[src/rtl/mem_stage_module.sv]
// mem_stage_module: ARM memory stage with wait-stated data RAM, freeze, MEM/WB register; MEM_BOUNDS_CHECK_EN enables access-fault checks
module mem_stage_module #(
  parameter int DATA_W      = 32,
  parameter int DEST_W      = 4,
  parameter int MEM_DEPTH   = 64,
  parameter int BASE_ADDR   = 1024,
  parameter int WAIT_STATES = 2
) (
  input  logic              clk,
  input  logic              rst,
  input  logic              wb_en_in,
  input  logic              mem_r_en_in,
  input  logic              mem_w_en_in,
  input  logic [DATA_W-1:0] alu_res_in,
  input  logic [DATA_W-1:0] val_r_m_in,
  input  logic [DEST_W-1:0] dest_in,
  output logic              freeze,
  output logic              wb_en_out,
  output logic              mem_r_en_out,
  output logic [DATA_W-1:0] alu_res_out,
  output logic [DATA_W-1:0] mem_data_out,
  output logic [DEST_W-1:0] dest_out,
  output logic              mem_fault
);
  localparam int IDX_W = $clog2(MEM_DEPTH);
  localparam logic [3:0] WS = 4'(WAIT_STATES);
  localparam logic [DATA_W-1:0] BASE = DATA_W'(BASE_ADDR);
`ifdef MEM_BOUNDS_CHECK_EN
  localparam bit CHECK = 1'b1;
`else
  localparam bit CHECK = 1'b0;
`endif
  typedef enum logic [1:0] {IDLE, BUSY, DONE} state_t;
  state_t state;
  logic [3:0] cnt;
  logic [DATA_W-1:0] ram [MEM_DEPTH];
  logic [DATA_W-1:0] off;
  logic [IDX_W-1:0] idx;
  logic req, bounds, fault, start, access;
  assign req    = mem_r_en_in | mem_w_en_in;
  assign off    = alu_res_in - BASE;
  assign idx    = off[IDX_W+1:2];
  assign bounds = (alu_res_in < BASE) | (|off[DATA_W-1:IDX_W+2]) | (|off[1:0]);
  assign fault  = CHECK & req & bounds;
  assign start  = req & !fault & (WS != 4'd0);
  assign freeze = !rst & ((state == BUSY) | ((state == IDLE) & start));
  assign access = !rst & !fault & ((state == DONE) | ((state == IDLE) & req & (WS == 4'd0)));
  always_ff @(posedge clk) begin
    if (access & mem_w_en_in) ram[idx] <= val_r_m_in;
  end
  always_ff @(posedge clk) begin
    if (rst) begin
      state        <= IDLE;
      cnt          <= '0;
      wb_en_out    <= 1'b0;
      mem_r_en_out <= 1'b0;
      alu_res_out  <= '0;
      mem_data_out <= '0;
      dest_out     <= '0;
      mem_fault    <= 1'b0;
    end else begin
      state <= state == IDLE ? (start ? (WS == 4'd1 ? DONE : BUSY) : IDLE) :
               state == BUSY ? (cnt + 4'd1 == WS ? DONE : BUSY) : IDLE;
      cnt   <= state == IDLE ? (start ? 4'd1 : 4'd0) : state == BUSY ? cnt + 4'd1 : 4'd0;
      if (freeze) begin
        wb_en_out    <= 1'b0;
        mem_r_en_out <= 1'b0;
        mem_fault    <= 1'b0;
      end else begin
        wb_en_out    <= wb_en_in & !fault;
        mem_r_en_out <= mem_r_en_in & !mem_w_en_in;
        alu_res_out  <= alu_res_in;
        dest_out     <= dest_in;
        mem_data_out <= (mem_r_en_in & !mem_w_en_in & !fault) ? ram[idx] : '0;
        mem_fault    <= fault;
      end
    end
  end
endmodule
[config.mk]
export PLATFORM = sky130hd
export DESIGN_NAME = mem_stage_module
export DESIGN_NICKNAME = d
export VERILOG_FILES = /design/src/rtl/mem_stage_module.sv
export SDC_FILE = /design/constraint.sdc
export NUM_CORES = 2
export LEC_CHECK = 0
export CAP_MARGIN = 0
export CORE_MARGIN = 8
export CORE_UTILIZATION = 30
export CTS_CLUSTER_DIAMETER = 60
export DETAILED_ROUTE_END_ITERATION = 16
export MAX_ROUTING_LAYER = met4
export PLACE_DENSITY = 0.48
export SLEW_MARGIN = 10
export SYNTH_ARGS = -nofsm -noshare
export SYNTH_HDL_FRONTEND = slang
export SYNTH_SLANG_ARGS = --single-unit
[constraint.sdc]
create_clock -name clk -period 3.2 [get_ports clk]
set_input_delay 0.32 -clock clk [delete_from_list [all_inputs] [get_ports clk]]
set_output_delay 0.32 -clock clk [all_outputs]
set_load 0.01 [all_outputs]
# [Yosys cells after proc, flatten, opt, wreduce, memory -nomap -nowiden]
# Memory sizes are Yosys's and may differ from the RTL's.
# Cells that the tools add are included.
[word_totals] regBits=76 latchBits=0 mem_bits_rw=2048 rom_bits=0 input_bits=73 output_inout_bits=72 word_cells=34 memories=1
[memory_table] memory="ram" words=64 word_bits=32 rd=1 rd_ports_with_merged_regs=0 write_ports=1 line_no="36" text="logic [DATA_W-1:0] ram [MEM_DEPTH];"
[op_classes] n_addsub=2 multipliers=0 n_div=0 magnitude_cmp=0 n_eq_ne=3 n_shift=0 muxes=10 bitwise=7 n_reduce_logical=4
[ops] operator="32-bit 2-to-1 mux" n=1
[ops] operator="4-bit 2-to-1 mux" n=2
[ops] operator="8-bit by 1-bit subtractor with 8-bit output (second input constant)" n=1
[ops] operator="2-bit 2-to-1 mux" n=3
[ops] operator="1-bit bitwise AND" n=5
[ops] operator="4-bit by 1-bit adder with 4-bit output (second input constant)" n=1
[ops] operator="4-bit by 2-bit equality test with 1-bit output (second input constant)" n=1
[ops] operator="1-bit 2-to-1 mux" n=4
[ops] operator="2-bit by 1-bit equality test with 1-bit output (second input constant)" n=1
[ops] operator="2-bit equality test (second input constant)" n=1
[ops] operator="1-bit zero test" n=2
[ops] operator="2-bit zero test" n=1
[ops] operator="1-bit OR" n=2
[ops] operator="2-bit OR reduction" n=1

# [Logic depth before layout (Yosys ltp)]
[logic_depth] depth_word=5 depth_mapped=11 depth_no_buf=7

# [Worst setup path before layout]
# Ideal clock, no wire load.
[synth_path] path_type="input-to-reg" start="in alu_res_in[3]" end="mem ram[32][0] (enable)" setup_ns=0.421 t_arrival_ns=2.947 required_ns=2.779 path_slack_ns=-0.169 stages=7 path_buffers=4 path_cell_list="buf_6 -> buf_6 -> nor2_2 -> clkbuf_1 -> buf_2 -> nand3_1 -> nor2_1"
[synth_via] elab_chain_len=1
[synth_lines] item="start: declaration" line_no="14" text="input logic [DATA_W-1:0] alu_res_in,"
[synth_lines] item="8-bit by 1-bit subtractor with 8-bit output" line_no="41" text="assign off = alu_res_in - BASE;"
[synth_lines] item="end: declaration" line_no="36"
# No other way between the ends.

# [Worst setup path after layout]
[layout_path] start="reg state[0]" end="out freeze"
[layout_via] elab_chain_len=4 elab_cells_between_ends=5 classes_between="eq/ne (1); bitwise (3); reduce/logical (1)"
[layout_lines] item="start: declaration" line_no="34" text="state_t state;"
[layout_lines] item="start signal: assignment" line_no="62" text="state <= state == IDLE ? (start ? (WS == 4'd1 ? DONE : BUSY) : IDLE) :"
[layout_lines] item="2-bit zero test" line_no="46" text="assign freeze = !rst & ((state == BUSY) | ((state == IDLE) & start));"
[layout_lines] item="1-bit bitwise AND"
[layout_lines] item="1-bit OR (*)" line_no="46"
[layout_lines] item="1-bit bitwise AND (*)" line_no="46"
[layout_lines] item="end: declaration" line_no="17" text="output logic freeze,"
# Mark *: on every way between the ends. The rest lies on a longest branch, timed or not.

==> results.ini <==
[synth]
yosys_warnings = 0
synthCells = 4641
yosys.area.top_type = edfxtp_1
ys_top_cells_by_area = edfxtp_1 (75%), mux2i_1 (4.2%), mux4_2 (2.0%)
syn_area_sq_mm = 0.0820
synth-async-reset-ratio_pct = 0
synth_seq_cells = 2124
syn_area_per_cell_sq_um = 17.7
synth.distinct_cells = 83
synthTopCellsByCount = edfxtp_1 (2048), mux2i_1 (344), nand2_1 (191)
synth_top_area_share_pct = 75.0
yosysMostFrequentCell = edfxtp_1
ys.flop_type = edfxtp_1
synth_edf_count = 2048
seq_area_frac_synth_pct = 76.8
syn_nets = 4716

[route]
drt_wl_total_mm = 304
drt-pass1-iter-count = 6
drtIter0Drc = 6285
post_drt_via_cell_ratio = 5.59
num_vias = 49800
detail-route-antenna-nets = 0
wl_per_cell_um = 34.0
drc = 0

[worst_setup_path]
cp_slowest_cell = clkdlybuf4s50_1
reg2reg_setup_slack_ns = 0.57
reg2regPathDepth = 5
critPathRequiredTime_ns = 2.88
arrival_ns = 2.43
critPathMaxStageDelay_ns = 0.61
r2r_end = ram[59][20]
endpoint_kind = output port
path_class = flip-flop to output port
path_cells = nor3_1 > nor3_4 > buf_12 > clkdlybuf4s50_1
critPathMaxFanout = 25
worst_setup_path_start_kind = flip-flop
timing.rr.start = state[1]

[pwr]
irDropWorstVdd_v = 0.000443
leakage_uw = 0.0317
p_per_area_mw_per_mm2 = 598
total_power_uw = 59100

[timing]
fin_crit_ns = 2.75
tightest_slew_ns = 1.21
fmax_mhz = 364
slew_headroom_pct = 19.2
period_share_pct = 85.9
hold_viol_final = 0
maxSlewViolCount = 0
rsz0062_at_grt = no
setup_violations = 0
setup_ws_ns = 0.451
holdWs_ns = 0.0634
fin_worst_skew_ns = 0.0827

[clock_network]
cts_root_buffer = clkbuf_16
tritoncts = done
cts_setup_buffers = 0
h-tree-depth = 4
clk_pin_slew_ns = 0.06
clk_path_buf_depth = 4
cts_sinks = 2124
clk_latency_ns = 0.90
numCtsBuffers = 221

[grt]
grt_max_degree = 79
grt_pass1_wl_mm = 411
antenna_found_initial = 21
grt_pass1_vias = 47800
grt_use_total_pct = 20.6
grt-ovfl-total = 0

[floorplanning]
initial_core_util_pct = 30.1
core_sq_mm = 0.273
fp.dieArea_sq_mm = 0.290
die_width_um = 539
die_y_um = 539
ios = 145
placementRows = 192

[hold_path]
min_from = alu_res_in[29]
hold_end = alu_res_out[29]
worst_hold_path.num_cells = 3
hold_class = input pin to flip-flop

[placement]
post-dp-hpwl_mm = 185
gp_congestion = 0.843
port_buffers = 143
dp_slack_ns = 0.0554
dp.cells = 8478

[finish]
area_growth_pct = 20.7
drive_gt1_share_pct = 20.5
layoutNonFillerInstCount = 8918
nets = 5224

[flow_run]
cap_violations = 0

[run_status]
status = completed

power by group:
part	switching, uW	internal (uW)
Clock	10900	14300
Combinational	2270	1150
Sequential	26.4	30500
logic make-up after synthesis:
group | count (synthesis) | synth area share [%]
compound gates | 1113 | 10.1
xor+xnor | 2 | 0.0214
fa+ha+maj | 2 | 0.0305
buf+inv | 349 | 2.33
flops | 2124 | 76.8
mux | 535 | 7.84
other cells | 1 | 0.00457
simple gates | 515 | 2.88
critical path: cells and delay by family (launching register included):
kind	cells	cell delay (ns)
flops	1	0.40
simple gates	2	0.32
buf+inv	2	0.86
metal layers:
metal	routed length, um	global-route usage [%]	up-vias
met3	25600	3.56	441
li1	-	-	20100
met1	131000	28.4	26700
met2	139000	31.8	2552
met5	0	-	-
met4	8580	5.07	0
layout by cell type (no fill, tap or decap), types with 112 or more instances in the layout:
cell | netlist | final
a21oi_1 | 163 | 163
a221oi_1 | 190 | 190
edfxtp_1 | 2048 | 2048
clkbuf_16 | 0 | 221
buf_12 | 0 | 140
o21ai_0 | 116 | 116
mux2i_1 | 344 | 344
nand2_1 | 191 | 188
buf_4 | 55 | 304
mux2_2 | 112 | 112
a22oi_1 | 147 | 147
stage by stage:
| step | setup TNS, ns | util, % | instance area [sq um] |
|---|---|---|---|
| after floorplan | -140.92 | - | 82000 |
| after global placement | 0 | 33.6 | 91600 |
| after detailed placement | 0 | 33.6 | 91600 |
| after CTS | 0 | 36.3 | 99000 |
| after global routing | 0 | 36.3 | 99000 |
| final | 0 | 36.3 | 99000 |
what timing repair did:
action / 4_1_cts / 5_1_grt
gates resized for setup: 0 / 0
endpoints found under the hold margin: 244 / 0
hold buffers: 37 / 0
final cells by class:
| type | instances | area, sq um |
|---|---|---|
| Antenna cell | 11 | 27.5 |
| Sequential cell | 2124 | 63000 |
| Clock inverter | 119 | 1180 |
| Inverter | 10 | 47.5 |
| Clock buffer | 273 | 5770 |
| Tap cell | 3589 | 4490 |
| Fill cell | 25400 | 174000 |
| Multi-Input combinational cell | 2168 | 17700 |
| Timing Repair Buffer | 624 | 6740 |
state kept, by name, summed over array words and instances, names as in the netlist:
| signal | cells |
|---|---|
| ram | 2048 |
| state | 2 |
| wb_en_out | 1 |
| dest_out | 4 |
| mem_r_en_out | 1 |
| cnt | 4 |
| alu_res_out | 32 |
| mem_data_out | 32 |
worst max-delay path by stage:
| stage | from | to | slack [ns] |
|---|---|---|---|
| floorplan | alu_res_in[3] | ram[32][0] | -0.17 |
| global placement | alu_res_in[2] | mem_data_out[16] | 0.06 |
| detailed placement | alu_res_in[2] | mem_data_out[16] | 0.06 |
| CTS | state[0] | freeze | 0.36 |
| global route | state[0] | freeze | 0.29 |
| finish | state[0] | freeze | 0.45 |
(Power assumes the default switching activity.)
